**src/rtl/alu_driver.sv**
```systemverilog
// Request-side sequencer for the 2-bit-command datapath ALU.
// Runs one or more ALU passes per request and returns the result on a response channel.
module alu_driver #(
  parameter int           W      = 8,
  parameter logic [W-1:0] IDLE_B = '0
) (
  input  logic         clk,
  input  logic         reset,
  input  logic         req_valid,
  output logic         req_ready,
  input  logic [2:0]   req_op,
  input  logic [W-1:0] req_a,
  input  logic [W-1:0] req_b,
  output logic         resp_valid,
  input  logic         resp_ready,
  output logic [W-1:0] resp_data,
  output logic         resp_eq,
  output logic         resp_pari,
  output logic         resp_err,
  output logic [1:0]   alu_cmd,
  output logic [W-1:0] alu_inA,
  output logic [W-1:0] alu_inB,
  input  logic [W-1:0] alu_rslt
);

  typedef enum logic [1:0] {
    S_IDLE,
    S_EXEC,
    S_RESP
  } state_t;

  localparam logic [2:0] OP_ADD  = 3'b000;
  localparam logic [2:0] OP_ROR  = 3'b001;
  localparam logic [2:0] OP_NAND = 3'b010;
  localparam logic [2:0] OP_PASS = 3'b011;
  localparam logic [2:0] OP_SUB  = 3'b100;
  localparam logic [2:0] OP_NOT  = 3'b101;
  localparam logic [2:0] OP_INC  = 3'b110;
  localparam logic [2:0] OP_RSV  = 3'b111;

  localparam logic [1:0] C_ADD  = 2'b00;
  localparam logic [1:0] C_ROR  = 2'b01;
  localparam logic [1:0] C_NAND = 2'b10;
  localparam logic [1:0] C_PASS = 2'b11;

  localparam logic [W-1:0] ONE = W'(1);

  state_t       r_state;
  state_t       w_next;
  logic [2:0]   r_op;
  logic [W-1:0] r_a;
  logic [W-1:0] r_b;
  logic [W-1:0] r_tmp;
  logic [1:0]   r_step;
  logic         r_eq_lat;
  logic [W-1:0] r_data;
  logic         r_eq;
  logic         r_pari;
  logic         r_err;
  logic         w_last;
  logic         w_acc;
  logic [1:0]   w_cmd;
  logic [W-1:0] w_inA;
  logic [W-1:0] w_inB;

  assign w_acc  = req_valid && (r_state == S_IDLE);
  assign w_last = (r_op != OP_SUB) || (r_step == 2'd2);

  always_comb begin
    w_next = r_state;
    w_cmd  = C_PASS;
    w_inA  = IDLE_B;
    w_inB  = IDLE_B;
    unique case (r_state)
      S_IDLE: begin
        if (req_valid)
          w_next = (req_op == OP_RSV) ? S_RESP : S_EXEC;
      end
      S_EXEC: begin
        w_inA = r_a;
        w_inB = r_b;
        case (r_op)
          OP_ADD:  w_cmd = C_ADD;
          OP_ROR:  w_cmd = C_ROR;
          OP_NAND: w_cmd = C_NAND;
          OP_PASS: w_cmd = C_PASS;
          OP_NOT: begin
            w_cmd = C_NAND;
            w_inB = r_a;
          end
          OP_INC: begin
            w_cmd = C_ADD;
            w_inB = ONE;
          end
          OP_SUB: begin
            // ~b, then a + ~b, then + 1
            case (r_step)
              2'd0: begin
                w_cmd = C_NAND;
                w_inA = r_b;
              end
              2'd1: begin
                w_cmd = C_ADD;
                w_inB = r_tmp;
              end
              default: begin
                w_cmd = C_ADD;
                w_inA = r_tmp;
                w_inB = ONE;
              end
            endcase
          end
          default: w_cmd = C_PASS;
        endcase
        if (w_last)
          w_next = S_RESP;
      end
      S_RESP: begin
        if (resp_ready)
          w_next = S_IDLE;
      end
      default: w_next = S_IDLE;
    endcase
  end

  always_ff @(posedge clk or posedge reset) begin
    if (reset) begin
      r_state  <= S_IDLE;
      r_op     <= OP_ADD;
      r_a      <= '0;
      r_b      <= '0;
      r_tmp    <= '0;
      r_step   <= '0;
      r_eq_lat <= 1'b0;
      r_data   <= '0;
      r_eq     <= 1'b0;
      r_pari   <= 1'b0;
      r_err    <= 1'b0;
    end else begin
      r_state <= w_next;
      if (w_acc) begin
        r_op     <= req_op;
        r_a      <= req_a;
        r_b      <= req_b;
        r_step   <= '0;
        r_eq_lat <= (req_a == req_b);
        if (req_op == OP_RSV) begin
          r_data <= '0;
          r_pari <= 1'b0;
          r_err  <= 1'b1;
          r_eq   <= (req_a == req_b);
        end
      end
      if (r_state == S_EXEC) begin
        r_tmp  <= alu_rslt;
        r_step <= r_step + 2'd1;
        if (w_last) begin
          r_data <= alu_rslt;
          r_pari <= ^alu_rslt;
          r_err  <= 1'b0;
          r_eq   <= r_eq_lat;
        end
      end
    end
  end

  assign req_ready  = (r_state == S_IDLE);
  assign resp_valid = (r_state == S_RESP);
  assign resp_data  = r_data;
  assign resp_eq    = r_eq;
  assign resp_pari  = r_pari;
  assign resp_err   = r_err;
  assign alu_cmd    = w_cmd;
  assign alu_inA    = w_inA;
  assign alu_inB    = w_inB;

endmodule

```
**config.mk**
```make
export PLATFORM = sky130hd
export DESIGN_NAME = alu_driver
export DESIGN_NICKNAME = d
export VERILOG_FILES = /design/src/rtl/alu_driver.sv
export SDC_FILE = /design/constraint.sdc
export NUM_CORES = 1
export LEC_CHECK = 0
export ABC_AREA = 0
export CORE_MARGIN = 3
export CORE_UTILIZATION = 45
export CTS_CLUSTER_DIAMETER = 80
export DETAILED_ROUTE_END_ITERATION = 7
export PLACE_DENSITY_LB_ADDON = 0.15
export RECOVER_POWER = 25
export SKIP_LAST_GASP = 1
export SYNTH_ARGS = -nofsm -noshare
export SYNTH_HDL_FRONTEND = slang
export SYNTH_SLANG_ARGS = --single-unit
```
**constraint.sdc**
```tcl
create_clock -name clk -period 2.77 [get_ports clk]
set_clock_uncertainty 0.15 [all_clocks]
set_input_delay 0.6925 -clock clk [delete_from_list [all_inputs] [get_ports clk]]
set_output_delay 0.6925 -clock clk [all_outputs]
set_load 0.01 [all_outputs]
```
==> results.md <==
- Pwr dens: between 1000 and 1500 nW/um^2
- Nets: 413
- Setup slack of the critical path after layout: 0.0153 ns
- Switching pwr: 1520 uW
- Buffer cell driving the clock tree root: clkbuf_8
- Type of the tightest min-delay check: flop to flop
- Max Clk Rate: roughly 360 MHz
- Required arrival time at the worst endpoint: 1.93 ns
- Setup CP Type: flop to output port
- Overall global routing resource usage: 21.8%
- Die Y: 79.6 um
- Clock-pin slew on the worst setup and hold paths: 0.09 ns
- Register share of total power: 31.9%
- CTS sink cnt: 43
- CTS buffer count: 5
- Number of antenna cells inserted: 0
- Residual antenna-violating net count after detailed routing: 0
- Ports: 62
- DRC violation count after routing: 0
- Worst-margin pin slew: 1.10 ns
- Final Wtd Congestion: 0.844
- Via count of the first global-routing pass: 2322
- Synth Flop Type: dfrtp_1
- Leakage dissipation: 0.00164 uW
- Max-capacitance violation count: 0
- Number of synthesized flops with an enable pin: 0
- Worst path slowest cell: dfrtp_1
- Switching share of power: 41.5%
- DP Worst Slack: -0.230 ns
- Final setup violation count: 0
- Arrival @ worst endpoint: between 1.5 and 2 ns
- Number of flip-flops and latches in the synthesized netlist: 43
- Fin crit period: 2.75 ns
- Internal power: between 2000 and 2500 uW
- Portion of total power attributed to combinational logic: 56.4%
- List of cells traversed by the critical path: inv_2 -> ha_4 -> buf_4 -> nand2b_4 -> buf_12 -> a22oi_1 -> nor2_1 -> dlygate4sd2_1
- Width of the chip: just under 80 um
- Proportion of synthesized flip-flops having asynchronous set or reset: between 90% and 100%
- DR vias/cell: 5.12
- Largest incremental delay on the critical path: 0.38 ns
- Post-synthesis sequential area ratio: 44.1%
- Number of standard-cell rows in the floorplan: 26
- Proportion of layout cells with a drive suffix above 1: 20.5%
- Number of endpoints with negative hold slack in the final report: 0
- Congestion Overflow GR: 0
- Final number of max-transition violations: 0
- Synth Net Count: 328
- Routed length per placed instance: 14.5 um
- # H-tree levels: 2
- Largest fanout on the critical path: 8
- Total wirelength of the detailed-routed design: 6510 um
- Largest net degree at the start of global routing: 44
- Final TNS setup: 0 ns
- Unrepaired setup endpoints after global routing: yes
- Overall die area: 6340 um^2
- Share of the clock period used by the worst path: 99.4%
- Worst IR drop on VDD: around 550 uV
- Category of the worst setup path capture point: output port
- Number of distinct library cells after synthesis: 38
- Maximum clock path buffer count: 2
- Placed wire-length estimate: 4710 um
- Critical path launch point type: flop
- Syn avg cell area: 8.29 um^2
- Worst relative slew slack: 27.0%
- DR iter-0 viols: 131
- Placeable Area: 5170 um^2
- First-pass GRT wire length: 10900 um
- Instance count of the mapped netlist: 294
- Sum of internal, switching and leakage power: 3660 uW
- Length of the first detailed-routing pass in iterations: 4
- Count of buffers inserted at the top-level ports: 61
- Clk pwr share: 11.7%
- Result of the run: complete, no violations
- Clock latency at the later pin of the worst-skew pair: 0.30 ns
- Syn-to-layout area delta: 40.6%
- Synthesis warning total: 0
- Total via count in the routed design: 2306
- Number of antenna violations at the first check in global routing: 0
- TritonCTS clock tree: done
- Initial Utilization: 47.1%
- Synthesized area: 2440 um^2
==> final timing paths <==
check	start	endpoint	slack (ns)	cells past startpoint
min in group asynchronous	reset	r_step[1]	1.02	3
worst max-delay path	r_step[1]	alu_inA[0]	0.02	8
worst max register to register	r_op[0]	resp_eq	0.97	7
max in group asynchronous	reset	r_op[0]	0.72	3
worst min register to register	resp_err	resp_err	0.35	2
worst min-delay path	resp_err	resp_err	0.35	2
==> cell families after synthesis <==
| kind of cell | Yosys count | synth area share [%] |
|---|---|---|
| xor gates and xnor gates | 15 | 5.39 |
| buffers and inverters | 23 | 4.57 |
| AOI/OAI and AO/OA | 53 | 16.5 |
| DFF | 43 | 44.1 |
| and+or+nand+nor | 157 | 27.9 |
| adders and majority gates | 3 | 1.54 |
==> flip-flops by register name, indices dropped and copies added, names as in the netlist <==
signal and flops:
r_a 8, r_b 8, r_eq_lat 1, r_op 3, r_state 2, r_step 2, r_tmp 8, resp_data 8
resp_eq 1, resp_err 1, resp_pari 1
==> timing repair <==
action / in CTS / in global routing
hold buffers: 0 / 0
buffers inserted: 3 / 2
pin swaps: 2 / 3
setup endpoints to repair: 17 / 16
gates cloned: 0 / 0
gates resized for setup: 41 / 25
==> critical path: cells and delay by family (launching register included) <==
family	cells	cell delay (ns)
compound gates	1	0.19
fa+ha+maj	1	0.19
flops	1	0.38
buf+inv	4	0.64
simple gates	2	0.20
==> cell usage in the layout (no fill, tap or decap), drive strengths merged, types with 2 or more instances in the layout <==
master | Yosys | routed
nor3 | 2 | 2
xnor2 | 7 | 7
a21oi | 4 | 4
nand2 | 106 | 106
clkdlybuf4s50 | 0 | 43
dlygate4sd2 | 0 | 3
nand2b | 4 | 4
nor2 | 21 | 21
clkbuf | 6 | 17
nand3 | 12 | 12
nor2b | 4 | 4
inv | 5 | 8
a211oi | 6 | 6
a22o | 14 | 14
dfrtp | 43 | 43
ha | 3 | 3
a31oi | 3 | 3
or3b | 2 | 2
nor3b | 3 | 3
o21ai | 7 | 7
xor2 | 8 | 8
buf | 12 | 36
a22oi | 13 | 13
==> cell usage after synthesis, types with 2 or more instances <==
cell / instances / area, um^2
buf_6: 2 / 22.5
o21ai_0: 7 / 35.0
buf_1: 2 / 7.51
buf_2: 8 / 40.0
a21oi_1: 3 / 15.0
dfrtp_1: 43 / 1080
a211oi_1: 5 / 37.5
a22o_1: 14 / 123
a31oi_1: 3 / 18.8
nor2_1: 21 / 78.8
inv_1: 5 / 18.8
nand2_1: 106 / 398
nand2b_1: 4 / 25.0
nor2b_1: 4 / 25.0
a22oi_1: 13 / 97.6
xnor2_1: 7 / 61.3
nand3_1: 12 / 60.1
xor2_1: 8 / 70.1
ha_1: 3 / 37.5
clkbuf_1: 6 / 22.5
==> stage by stage <==
step           instance area [um^2]  hold slack (ns)  util [%]  std cells
2_1_floorplan                  2440            0.310         -        294
3_3_place_gp                   3290            0.330      63.5        437
3_5_place_dp                   3290            0.333      63.5        437
4_1_cts                        3440            0.358      66.6        448
5_1_grt                        3430            0.387      66.2        450
6_report                       3430            0.353      66.2        450
==> per-layer routing <==
layer  global-route usage [%]  vias to the layer above  part of all wire, %
li1                         -                     1162                    -
met1                     30.2                     1081                   47
met2                     34.2                       61                   48
met3                     4.85                        2                  5.1
met4                     6.19                        0                 0.46
met5                        0                        -                    0
==> power by group through the flow <==
stage                     Clock, uW  Sequential (uW)  Combinational, uW
final                           428             1170               2060
after CTS                       445             1160               2040
after floorplan                   0             1130               1130
after detailed placement          0             1160               1980
after global routing            472             1210               2280
after global placement            0             1160               1940
==> area by class of cell <==
type / count / area (um^2)
fill: 452 / 1750
multi-input combinational: 228 / 1320
clock buffer: 5 / 68.8
sequential: 43 / 1080
timing repair buffer: 96 / 831
inverter: 5 / 18.8
clock inverter: 3 / 26.3
tap: 70 / 87.6
Power figures use the tool's default switching activity.
